**config.mk**
```make
export PLATFORM = sky130hd
export DESIGN_NAME = seg_scan_ctrl
export DESIGN_NICKNAME = d
export VERILOG_FILES = /design/src/rtl/seg_scan_ctrl.sv
export SDC_FILE = /design/constraint.sdc
export NUM_CORES = 1
export LEC_CHECK = 0
export BUFFER_PORTS_ARGS = -buffer_cell sky130_fd_sc_hd__buf_2
export CAP_MARGIN = 0
export CORE_MARGIN = 5
export CORE_UTILIZATION = 25
export CTS_CLUSTER_DIAMETER = 30
export DETAILED_ROUTE_END_ITERATION = 10
export GPL_TIMING_DRIVEN = 0
export PLACE_DENSITY = 0.51
export SYNTH_ARGS = -nofsm -noshare
export SYNTH_HDL_FRONTEND = slang
export SYNTH_SLANG_ARGS = --single-unit
```
**constraint.sdc**
```tcl
create_clock -name clk -period 2.5 [get_ports clk]
set_input_delay 0.25 -clock clk [delete_from_list [all_inputs] [get_ports clk]]
set_output_delay 0.25 -clock clk [all_outputs]
set_load 0.01 [all_outputs]
```
**src/rtl/seg_scan_ctrl.sv**
```systemverilog
// seg_scan_ctrl: time-multiplexed scan controller for common-anode 7-segment digits.
// Holds a pending/active display value pair, walks the digits one at a time with a
// blanking gap before each, and drives a shared segment decoder through Digit/EnableSegs.
// All outputs are registered and reflect the state entered on the same clock edge.
module seg_scan_ctrl #(
  parameter int NUM_DIGITS   = 4,
  parameter int REFRESH_DIV  = 50000,
  parameter int BLANK_CYCLES = 16
) (
  input  logic                    clk,
  input  logic                    rst_n,
  input  logic                    en,
  input  logic [4*NUM_DIGITS-1:0] value,
  input  logic                    load,
  input  logic                    lz_suppress,
  output logic [3:0]              Digit,
  output logic                    EnableSegs,
  output logic [NUM_DIGITS-1:0]   an,
  output logic                    frame_done
);

  localparam int DW      = 4 * NUM_DIGITS;
  localparam int MAX_CNT = (REFRESH_DIV > BLANK_CYCLES) ? REFRESH_DIV : BLANK_CYCLES;
  localparam int CW      = (MAX_CNT > 1) ? $clog2(MAX_CNT) : 1;
  localparam int IW      = (NUM_DIGITS > 1) ? $clog2(NUM_DIGITS) : 1;

  typedef enum logic [1:0] {
    IDLE  = 2'd0,
    BLANK = 2'd1,
    SHOW  = 2'd2
  } state_t;

  state_t          state, state_n;
  logic [IW-1:0]   idx, idx_n;
  logic [CW-1:0]   cnt, cnt_n;
  logic [DW-1:0]   pending, active, active_n;
  logic            boundary;
  logic [NUM_DIGITS-1:0] supp_n;
  logic            zero_run;
  logic [3:0]      digit_sel;

  // Next-state logic: phase counter, digit index and frame-boundary value swap.
  always_comb begin
    // NOTE: every signal gets a default before the case so no path leaves it unassigned (no latch).
    state_n  = state;
    idx_n    = idx;
    cnt_n    = cnt;
    active_n = active;
    boundary = 1'b0;
    if (!en) begin
      state_n = IDLE;
      idx_n   = '0;
      cnt_n   = '0;
    end else begin
      case (state)
        IDLE: begin
          state_n = BLANK;
          idx_n   = '0;
          cnt_n   = '0;
        end
        BLANK: begin
          if (cnt == CW'(BLANK_CYCLES - 1)) begin
            state_n = SHOW;
            cnt_n   = '0;
          end else begin
            cnt_n = cnt + CW'(1);
          end
        end
        SHOW: begin
          if (cnt == CW'(REFRESH_DIV - 1)) begin
            state_n = BLANK;
            cnt_n   = '0;
            if (idx == IW'(NUM_DIGITS - 1)) begin
              // Frame boundary: a load on this very edge bypasses pending.
              idx_n    = '0;
              boundary = 1'b1;
              active_n = load ? value : pending;
            end else begin
              idx_n = idx + IW'(1);
            end
          end else begin
            cnt_n = cnt + CW'(1);
          end
        end
        default: state_n = IDLE;
      endcase
    end
  end

  // Leading-zero suppression evaluated on the value that will be active next cycle.
  always_comb begin
    zero_run = 1'b1;
    supp_n   = '0;
    for (int i = NUM_DIGITS - 1; i >= 0; i--) begin
      zero_run  = zero_run & (active_n[4*i +: 4] == 4'h0);
      supp_n[i] = lz_suppress & (i != 0) & zero_run;
    end
  end

  assign digit_sel = active_n[4*int'(idx_n) +: 4];

  // State, counters and display registers.
  always_ff @(posedge clk or negedge rst_n) begin
    // NOTE: sequential state uses non-blocking assignments so every register samples pre-edge values.
    if (!rst_n) begin
      state   <= IDLE;
      idx     <= '0;
      cnt     <= '0;
      pending <= '0;
      active  <= '0;
    end else begin
      state  <= state_n;
      idx    <= idx_n;
      cnt    <= cnt_n;
      active <= active_n;
      if (load) pending <= value;
    end
  end

  // Registered outputs decoded from the state being entered.
  always_ff @(posedge clk or negedge rst_n) begin
    if (!rst_n) begin
      an         <= '1;
      Digit      <= 4'h0;
      EnableSegs <= 1'b0;
      frame_done <= 1'b0;
    end else begin
      an         <= '1;
      Digit      <= 4'h0;
      EnableSegs <= 1'b0;
      frame_done <= boundary;
      case (state_n)
        BLANK: Digit <= digit_sel;
        SHOW: begin
          an         <= ~(NUM_DIGITS'(1) << idx_n);
          Digit      <= digit_sel;
          EnableSegs <= ~supp_n[idx_n];
        end
        default: ;
      endcase
    end
  end

endmodule

```
==> impl_metrics.tcl, run 1 <==
set metrics [dict create \
    end_kind "flip-flop" \
    timing.fmax_mhz 421 \
    leakagePower_nw 1.64 \
    finalNetCount 334 \
    multi_input_area_um2 1360 \
    crit_chain "nor4_4, nand4_2, or2_1, buf_6, clkinv_4, buf_12, mux2_2, a22oi_1, o22ai_1" \
    slew_violations 0 \
    die_y_um 119 \
    drc 0 \
    drtAntennaViolNets 0 \
    async_flop_share_pct 100 \
    p_per_area_nw_per_um2 648 \
    clockBufferDepth 2 \
    critical_path_peak_fanout 10 \
    coreArea_um2 11900 \
    worst_pin_slew_ns 0.973 \
    clk_latency_ns 0.33 \
    drive_gt1_share_pct 32.8 \
    crit_type "flip-flop to flip-flop" \
    wl_per_cell_um 13.9 \
    r2r-start "cnt[13]$_DFFE_PN0P_" \
    final_cell_mix "56 x dfrtp_1, 29 x buf_2, 23 x mux2_2, 20 x nor2_1, 16 x inv_1" \
    area_delta_synth_final_pct 24.2 \
    worstPathRequired_ns 2.70 \
    synthSimpleGateAreaFrac_pct 15.2 \
    yosys.cell_types.count 49 \
    ir_drop_mv 0.280 \
    arrival_ns 2.58 \
    ff2ff_path_depth 9 \
    gr-total-overflow 0 \
    ys.flop_type "dfrtp_1" \
    synth_edf_count 0 \
    avgSynthCellArea_um2 11.2 \
    yosysSeqAreaShare_pct 52.1 \
    io_buffers 28 \
    start_util_pct 25.2 \
    cpPeakStageDelay_ns 0.44 \
    cts_root_buf "clkbuf_16" \
    grt_start_max_net_pins 63 \
    whs_ns 0.0151 \
    syn_nets 294 \
    relSlewSlack_pct 34.2 \
    via_per_inst 4.45 \
    ios 31 \
    rows 40 \
    finClkSkew_ns 0.00559 \
    cts_hold_buf 0 \
    regToRegEndpoint "Digit[0]$_DFF_PN0_" \
    fin_tns_setup_ns 0 \
    synth_top_family_by_area "simple AND/OR/NAND/NOR gates" \
    min_path_type "input port to asynchronous set/reset pin" \
    synth_mux_area_share_pct 12.7 \
    syn_inst 266 \
    tritoncts "yes" \
    fillers 1211 \
    cap_viol_max_count 0 \
    power.total_mw 2.41 \
    synthesis.area_um2 2990 \
    via_count 2038 \
    dp_hpwl_um 4460 \
    synth-seq-cells 62 \
    fin_crit_sh_pct 95.0 \
    seq_area_um2 1560 \
    antenna_found_initial 0 \
    fp.dieW_um 119 \
    h-tree-depth 3 \
    grt_usage_pct 9.69 \
    cts_made_buffers 9 \
    cts.sinks 62 \
    die_area_um2 14200 \
    cts.clk_slew.worst_paths_ns 0.05 \
    synth_fa_ha_area_share_pct 2.93 \
    gp_congestion 0.710 \
    setup_viol 0 \
    finalHoldViolCount 0 \
    status "complete, no violations" \
    num_antenna_cells 0 \
    yosysWarnings 0 \
    synth-xor-area-share_pct 2.64 \
    final_common_cell "dfrtp_1" \
    fin_crit_ns 2.37 \
    synth_compound_area_share_pct 9.80 \
    drt_iter0_markers 125 \
    grt_pass1_wl_um 10900 \
    drt-total-wl_um 6380 \
    crit_path_top_delay_cell "dfrtp_2" \
    startpoint_type "flip-flop" \
    grt_pass1_vias 2058 \
    drt_pre_antenna_iters 4 \
    r2r_slack_ns 0.13 \
]
## metrics by stage
step	setup slack [ns]	instance area [um^2]	cells	util [%]
CTS	0.00526	3620	457	30.5
global placement	-0.112	3310	441	27.9
floorplan	0.208	2990	266	-
detailed placement	-0.142	3310	441	27.9
global route	-0.0353	3710	458	31.3
finish	0.126	3710	458	31.3
## sequential cells by signal, indices dropped and copies added (netlist names)
signal,cells
Digit,4
an,4
cnt,16
frame_done,1
state,2
active,16
idx,2
EnableSegs,1
pending,16
## timing repair
item	in CTS	in global routing
gates resized for setup	2	22
setup buffers	0	2
endpoints found under the setup margin	3	14
pin swaps	0	3
## synth_stat cells (2+ instances only)
master    number  share of area, %
nor2b_1        3              0.63
a22oi_1        2              0.50
o22ai_1        2              0.42
dfrtp_1       58                49
and3_1         5               1.0
nand2_1       13               1.6
nand3_1        9               1.5
o21a_1         3              0.75
mux2i_1        9               3.0
nor4_1         3              0.63
nand4_1        3              0.63
a31oi_1        4              0.84
a21oi_1       12               2.0
a221oi_2       2               1.0
nor3_1         7               1.2
buf_2          4              0.67
mux2_4         2               1.0
nand2b_1       5               1.0
and4_1         2              0.59
a22o_1         2              0.59
ha_1           7               2.9
clkbuf_1       3              0.38
nor3b_1        3              0.75
nor4b_1        2              0.59
xnor2_1        8               2.3
o21ai_0        6               1.0
o31ai_1        2              0.50
mux2_2        23               8.7
a21o_1         3              0.75
nor2_1        21               2.6
dfstp_2        4               3.5
inv_1         17               2.1
## worst max path at each step
stage	startpoint	endpoint	slack, ns	cells past startpoint
global placement	state[0]$_DFF_PN0_	EnableSegs$_DFF_PN0_	-0.11	10
global route	cnt[0]$_DFFE_PN0P_	Digit[0]$_DFF_PN0_	-0.04	10
detailed placement	state[0]$_DFF_PN0_	EnableSegs$_DFF_PN0_	-0.14	10
finish	cnt[13]$_DFFE_PN0P_	Digit[0]$_DFF_PN0_	0.13	9
floorplan	state[0]$_DFF_PN0_	EnableSegs$_DFF_PN0_	0.21	10
CTS	state[0]$_DFF_PN0_	EnableSegs$_DFF_PN0_	0.005	10
## power by group
part / internal [mW] / switching (mW) / total [mW]
clock network: 0.798 / 0.441 / 1.24
registers: 1.03 / 0.00800 / 1.04
logic: 0.0508 / 0.0759 / 0.127
total: 1.88 / 0.525 / 2.41
## final cells by class
cell class / count / share of cell area (%)
flip-flops and latches: 62 / 42.0
multi-input cells: 176 / 36.7
clock buffers: 11 / 6.54
well taps: 147 / 4.95
repair buffers: 30 / 4.25
plain buffers: 9 / 2.02
inverters: 18 / 1.95
clock inverters: 5 / 1.58
## cell families (layout without fill, tap and decap cells)
kind of cell / after synthesis / count (layout)
muxes: 34 / 34
xor gates and xnor gates: 9 / 9
adders and majority gates: 7 / 7
DFF: 62 / 62
and+or+nand+nor: 83 / 83
buffers and inverters: 28 / 73
AOI/OAI and AO/OA: 43 / 43
## worst max-delay path: cells and delay by family, from the launching register on
kind | cells | cell delay [ns]
flip-flops | 1 | 0.44
AO/OA/AOI/OAI | 2 | 0.31
AND/OR/NAND/NOR | 3 | 0.77
buffers and inverters | 3 | 0.37
multiplexers | 1 | 0.35
## metal layers
layer | GRT usage, % | vias up | part of all wire, %
li1 | - | 1023 | -
met1 | 12.2 | 972 | 46
met2 | 14.9 | 36 | 48
met3 | 3.47 | 7 | 4.9
met4 | 4.29 | 0 | 1.8
met5 | 0 | - | 0
Note: power is estimated with default switching activity, not from simulation.
==> run 2, diff against run 1 <==
--- a/config.mk
+++ b/config.mk
@@ -13,6 +13,7 @@
 export DETAILED_ROUTE_END_ITERATION = 10
 export GPL_TIMING_DRIVEN = 0
 export PLACE_DENSITY = 0.51
+export REMOVE_ABC_BUFFERS = 1
 export SYNTH_ARGS = -nofsm -noshare
 export SYNTH_HDL_FRONTEND = slang
 export SYNTH_SLANG_ARGS = --single-unit
==> run 2 against run 1 <==
Compared with the run above: cell count fell by 1.1%; largest power group unchanged; hold slack improved by 0.0050 ns; first-iteration DRC count rose by 39%; register-to-register slack barely moved; maximum frequency rose by 0.62%; largest cell class unchanged; wire length fell by 2.0%; total power rose by 5.2%.
==> impl_metrics.tcl, run 2 (synthesis gave the netlist of run 1 again) <==
set metrics [dict create \
    finClkSkew_ns 0.00530 \
    drt_iter0_markers 174 \
    critical_path_peak_fanout 16 \
    cts_root_buf "clkbuf_16" \
    path_depth 8 \
    drc 0 \
    clk_latency_ns 0.33 \
    tritoncts "yes" \
    crit_path_top_delay_cell "dfrtp_1" \
    drive_gt1_share_pct 32.1 \
    regToRegEndpoint "EnableSegs$_DFF_PN0_" \
    ff2ff_path_depth 8 \
    area_delta_synth_final_pct 23.8 \
    crit_type "flip-flop to flip-flop" \
    setup_viol 0 \
    cap_viol_max_count 0 \
    rsz0062_at_grt "true" \
    io_buffers 30 \
    worstPathRequired_ns 2.69 \
    r2r_slack_ns 0.14 \
    arrival_ns 2.55 \
    cts.sinks 62 \
    grt_pass1_wl_um 10600 \
    clockBufferDepth 2 \
    critPathLaunch "state[0]$_DFF_PN0_" \
    via_per_inst 4.53 \
    wl_per_cell_um 13.8 \
    finalNetCount 328 \
    via_count 2054 \
    multi_input_area_um2 1370 \
    slew_violations 0 \
    status "complete, no violations" \
    worst_pin_slew_ns 0.803 \
    drt-total-wl_um 6250 \
    finalHoldViolCount 0 \
    p_per_area_nw_per_um2 684 \
    startpoint_type "flip-flop" \
    relSlewSlack_pct 45.7 \
    fin_crit_sh_pct 94.4 \
    fillers 1190 \
    grt_start_max_net_pins 63 \
    ir_drop_mv 0.319 \
    seq_area_um2 1560 \
    drt_pre_antenna_iters 4 \
    final_cell_mix "57 x dfrtp_1, 29 x buf_2, 23 x mux2_2, 20 x nor2_1, 17 x inv_1" \
    antenna_found_initial 0 \
    die_area_um2 14200 \
    cpPeakStageDelay_ns 0.39 \
    top_regs "active (16), cnt (16), pending (16)" \
    cts_hold_buf 0 \
    gr-total-overflow 0 \
    final_common_cell "dfrtp_1" \
    gp_congestion 0.755 \
    ios 31 \
    design_area_um2 3700 \
    r2r-start "state[0]$_DFF_PN0_" \
    grt_usage_pct 9.46 \
    end_kind "flip-flop" \
    min_path_type "input port to asynchronous set/reset pin" \
    fin_crit_ns 2.36 \
    cts_made_buffers 9 \
    worstSetupEndpoint "EnableSegs$_DFF_PN0_" \
    placed_area_um2 3260 \
    rows 40 \
    fp.dieW_um 119 \
    whs_ns 0.0201 \
    cts.clk_slew.worst_paths_ns 0.05 \
    crit_chain "inv_1, ha_4, nand3_2, or2_4, inv_8, mux2_2, nor4b_2, o22ai_1" \
    cp_top_family "simple AND/OR/NAND/NOR gates" \
    die_y_um 119 \
    dp_hpwl_um 4320 \
    coreArea_um2 11900 \
    h-tree-depth 3 \
    start_util_pct 25.2 \
    grt_pass1_vias 2072 \
    crit_buf_inv 2 \
    final_util_pct 31.2 \
    leakagePower_nw 1.64 \
    drtAntennaViolNets 0 \
    timing.fmax_mhz 424 \
]
==> run 2: repair_timing <==
item	in CTS	in global routing
setup endpoints to repair	14	12
pin swaps	2	2
buffers inserted	2	1
gates resized for setup	7	12
==> run 2: through the flow <==
stage                     TNS, ns  std cells  setup WS [ns]  power [mW]
final                           0        453          0.141        2.53
after global routing      -0.0325        452        -0.0289        2.65
after CTS                       0        451         0.0270        2.56
after detailed placement    -1.21        433         -0.316        1.18
after global placement     -0.830        433         -0.275        1.17
after floorplan                 0        256         0.0975        1.12
==> run 2: worst min-delay path by stage <==
stage	from	to	slack (ns)	depth (start not counted)
after detailed placement	rst_n	pending[10]$_DFF_PN0_	0.40	1
after global routing	rst_n	pending[9]$_DFF_PN0_	0.10	1
after global placement	pending[12]$_DFF_PN0_	pending[12]$_DFF_PN0_	0.48	1
final	rst_n	pending[10]$_DFF_PN0_	0.02	1
after CTS	rst_n	cnt[8]$_DFFE_PN0P_	0.05	1
after floorplan	rst_n	Digit[0]$_DFF_PN0_	-0.05	0
==> run 2: area by class of cell <==
cell class / instances / share of cell area, %
antenna: 1 / 0.0677
clock buffer: 11 / 6.83
clock inverter: 5 / 2.20
inverter: 18 / 2.03
multi-input combinational: 176 / 37.0
sequential: 62 / 42.1
tap: 147 / 4.97
timing repair buffer: 33 / 4.74
==> run 2: routing by layer <==
layer | global-route usage, % | part of all wire (%)
met3 | 3.85 | 5.0
met4 | 3.87 | 1.6
met5 | 0 | 0
met2 | 14.4 | 47
met1 | 11.9 | 46
==> run 2: where the power goes <==
group          total [mW]  internal (mW)  switching [mW]
Sequential           1.04           1.03         0.00743
Clock                1.37          0.926           0.442
Combinational       0.123         0.0496          0.0738
Total                2.53           2.01           0.524
==> run 3, diff against run 2 <==
--- a/config.mk
+++ b/config.mk
@@ -5,15 +5,14 @@
 export SDC_FILE = /design/constraint.sdc
 export NUM_CORES = 1
 export LEC_CHECK = 0
+export ABC_AREA = 1
 export BUFFER_PORTS_ARGS = -buffer_cell sky130_fd_sc_hd__buf_2
 export CAP_MARGIN = 0
-export CORE_MARGIN = 5
 export CORE_UTILIZATION = 25
 export CTS_CLUSTER_DIAMETER = 30
 export DETAILED_ROUTE_END_ITERATION = 10
 export GPL_TIMING_DRIVEN = 0
 export PLACE_DENSITY = 0.51
-export REMOVE_ABC_BUFFERS = 1
 export SYNTH_ARGS = -nofsm -noshare
 export SYNTH_HDL_FRONTEND = slang
 export SYNTH_SLANG_ARGS = --single-unit
==> run 3 against run 2 <==
Compared with the run above: the flow now finishes with violations (hold timing); count of clock-buffer cells in the layout down 2; sequential share of layout area fell by 1.1 points; sequential cell count unchanged; maximum frequency is 5.5% higher; hold slack got worse by 0.028 ns; wire length rose by 8.9%; worst setup slack gained 0.12 ns; largest cell class unchanged.
==> impl_metrics.tcl, run 3 <==
set metrics [dict create \
    drt_iter0_markers 98 \
    crit_path_top_delay_cell "dfrtp_1" \
    crit_chain "inv_1, ha_1, buf_4, nor2_1, inv_1, nor3_4, inv_2, nand2_1, inv_2, a21oi_1, o21a_1" \
    startpoint_type "flip-flop" \
    final_cell_mix "96 x nand2_1, 58 x dfrtp_1, 56 x inv_1, 36 x nor2_1, 31 x buf_2" \
    syn_inst 376 \
    synth_top_area_share_pct 46.7 \
    yosys.cell_types.count 36 \
    async_flop_share_pct 100 \
    relSlewSlack_pct 47.0 \
    yosysMostFrequentCell "nand2_1" \
    finalHoldViolCount 12 \
    yosysSeqAreaShare_pct 50.1 \
    area_delta_synth_final_pct 22.1 \
    gr-total-overflow 0 \
    synthSimpleGateAreaFrac_pct 27.6 \
    fin_ws_ns 0.263 \
    finalNetCount 444 \
    cts.sinks 62 \
    cpPeakStageDelay_ns 0.37 \
    start_util_pct 25.8 \
    critPathLaunch "state[0]$_DFF_PN0_" \
    leakagePower_nw 1.79 \
    fillers 1307 \
    r2r-start "state[0]$_DFF_PN0_" \
    final_common_cell "nand2_1" \
    synth-xor-area-share_pct 0.282 \
    drt_pre_antenna_iters 4 \
    coreArea_um2 12100 \
    critical_path_peak_fanout 9 \
    clk_latency_ns 0.33 \
    io_buffers 29 \
    end_kind "flip-flop" \
    via_per_inst 4.27 \
    timing.fmax_mhz 447 \
    cts_root_buf "clkbuf_16" \
    ys.flop_type "dfrtp_1" \
    finClkSkew_ns 0.00680 \
    worst_pin_slew_ns 0.795 \
    arrival_ns 2.50 \
    syn_nets 404 \
    p_per_area_nw_per_um2 676 \
    drt-total-wl_um 6810 \
    gp_congestion 0.810 \
    fin_crit_ns 2.24 \
    num_antenna_cells 0 \
    fp.dieW_um 114 \
    dp_hpwl_um 5060 \
    violations "hold timing" \
    worstPathRequired_ns 2.77 \
    cts_made_buffers 9 \
    yosysTopAreaCell "dfrtp_1" \
    wl_per_cell_um 11.6 \
    ios 31 \
    ir_drop_mv 0.325 \
    min_path_type "input port to asynchronous set/reset pin" \
    top_regs "active (16), cnt (16), pending (16)" \
    crit_buf_inv 5 \
    cts_hold_buf 0 \
    synth_compound_area_share_pct 7.00 \
    drive_gt1_share_pct 19.7 \
    cp_top_family "simple AND/OR/NAND/NOR gates" \
    synth_mux_area_share_pct 3.94 \
    cap_viol_max_count 0 \
    cts.clk_slew.worst_paths_ns 0.06 \
    synth_edf_count 0 \
    yosysWarnings 0 \
    power.total_mw 2.57 \
    crit_type "flip-flop to flip-flop" \
    tritoncts "yes" \
    fin_tns_setup_ns 0 \
    place_ws_ns 0.191 \
    status "finished with violations" \
    grt_pass1_vias 2563 \
    synth_commonest_cells "96 x nand2_1, 58 x dfrtp_1, 57 x inv_1" \
    rows 40 \
    synth_top_family_by_area "simple AND/OR/NAND/NOR gates" \
    synth_area_leaders "dfrtp_1 47%, nand2_1 12%, inv_1 6.9%, nor2_1 4.3%, nand3_1 3.9%" \
    antenna_found_initial 0 \
    h-tree-depth 3 \
    seq_area_um2 1560 \
    synthesis.area_um2 3110 \
    grt_usage_pct 11.9 \
    clockBufferDepth 2 \
    setup_viol 0 \
    slew_violations 0 \
    rsz0062_at_grt "false" \
    synth-seq-cells 62 \
    avgSynthCellArea_um2 8.27 \
    via_count 2513 \
    fin_crit_sh_pct 89.5 \
    synth_fa_ha_area_share_pct 2.82 \
    die_area_um2 12900 \
    grt_pass1_wl_um 12000 \
    multi_input_area_um2 1290 \
    drtAntennaViolNets 0 \
    die_y_um 114 \
    drc 0 \
    whs_ns -0.00823 \
    grt_start_max_net_pins 63 \
]
[run 3: cell count changes in the layout (fill, tap and decap cells not counted), moves of 6 or more]
cell     before  now
nor2_1       20   36
nand2_1      13   96
inv_2         0    6
xnor2_1       8    0
mux2i_1       9    1
nor3_1        6   13
o21ai_0       4   15
nand3_1       8   24
inv_1        17   56
mux2_2       23   10
[run 3: final timing paths]
kind	end	slack, ns	depth (start not counted)
setup / recovery	cnt[12]$_DFFE_PN0P_	0.26	11
hold / removal	cnt[13]$_DFFE_PN0P_	-0.008	1
setup reg to reg	cnt[12]$_DFFE_PN0P_	0.26	11
hold reg to reg	pending[15]$_DFF_PN0_	0.48	2
max in group asynchronous	idx[0]$_DFF_PN0_	1.96	1
min in group clk	pending[15]$_DFF_PN0_	0.16	3
[run 3: cell families after synthesis]
group,count (synthesis)
AO/OA/AOI/OAI,38
XOR/XNOR,1
adder cells (fa/ha/maj),7
buffers and inverters,67
flip-flops,62
multiplexers,11
AND/OR/NAND/NOR,190
[run 3: through the flow]
step | instance area (um^2) | hold slack, ns | util (%) | instances
after floorplan | 3110 | -0.0456 | - | 376
after global placement | 3460 | 0.469 | 28.7 | 573
after detailed placement | 3460 | 0.474 | 28.7 | 573
after CTS | 3790 | 0.147 | 31.4 | 589
after global routing | 3790 | 0.0792 | 31.5 | 589
final | 3790 | -0.00823 | 31.5 | 589
[run 3: final cells by class]
class	instances	area share [%]
flip-flops and latches	62	41.0
multi-input cells	247	34.1
inverters	62	6.13
clock buffers	9	5.93
well taps	168	5.54
repair buffers	29	3.89
clock inverters	7	2.70
plain buffers	5	0.692
[run 3: what timing repair did]
item | in CTS | in global routing
gates resized for setup | 0 | 1
buffers inserted | 0 | 0
setup endpoints to repair | 0 | 1
[run 3: power breakdown]
part	internal (mW)	total [mW]	switching, mW
combinational	0.0504	0.141	0.0906
sequential	1.04	1.05	0.0112
clock	0.886	1.38	0.490
total	1.97	2.57	0.592
[run 3: metal layers]
metal | track usage (%) | share of wire, % | up-vias | routed length [um]
li1 | - | - | 1277 | -
met1 | 14.5 | 47 | 1177 | 3180
met2 | 19.8 | 48 | 47 | 3240
met3 | 3.35 | 3.9 | 12 | 265
met4 | 4.65 | 1.8 | 0 | 125
met5 | 0 | 0 | - | 0
[run 3: worst register-to-register path, cell delays in order (launching register included)]
cell and delay (ns):
dfrtp_1 0.37, inv_1 0.08, ha_1 0.19, buf_4 0.17
nor2_1 0.14, inv_1 0.10, nor3_4 0.30, inv_2 0.15
nand2_1 0.27, inv_2 0.13, a21oi_1 0.14, o21a_1 0.13
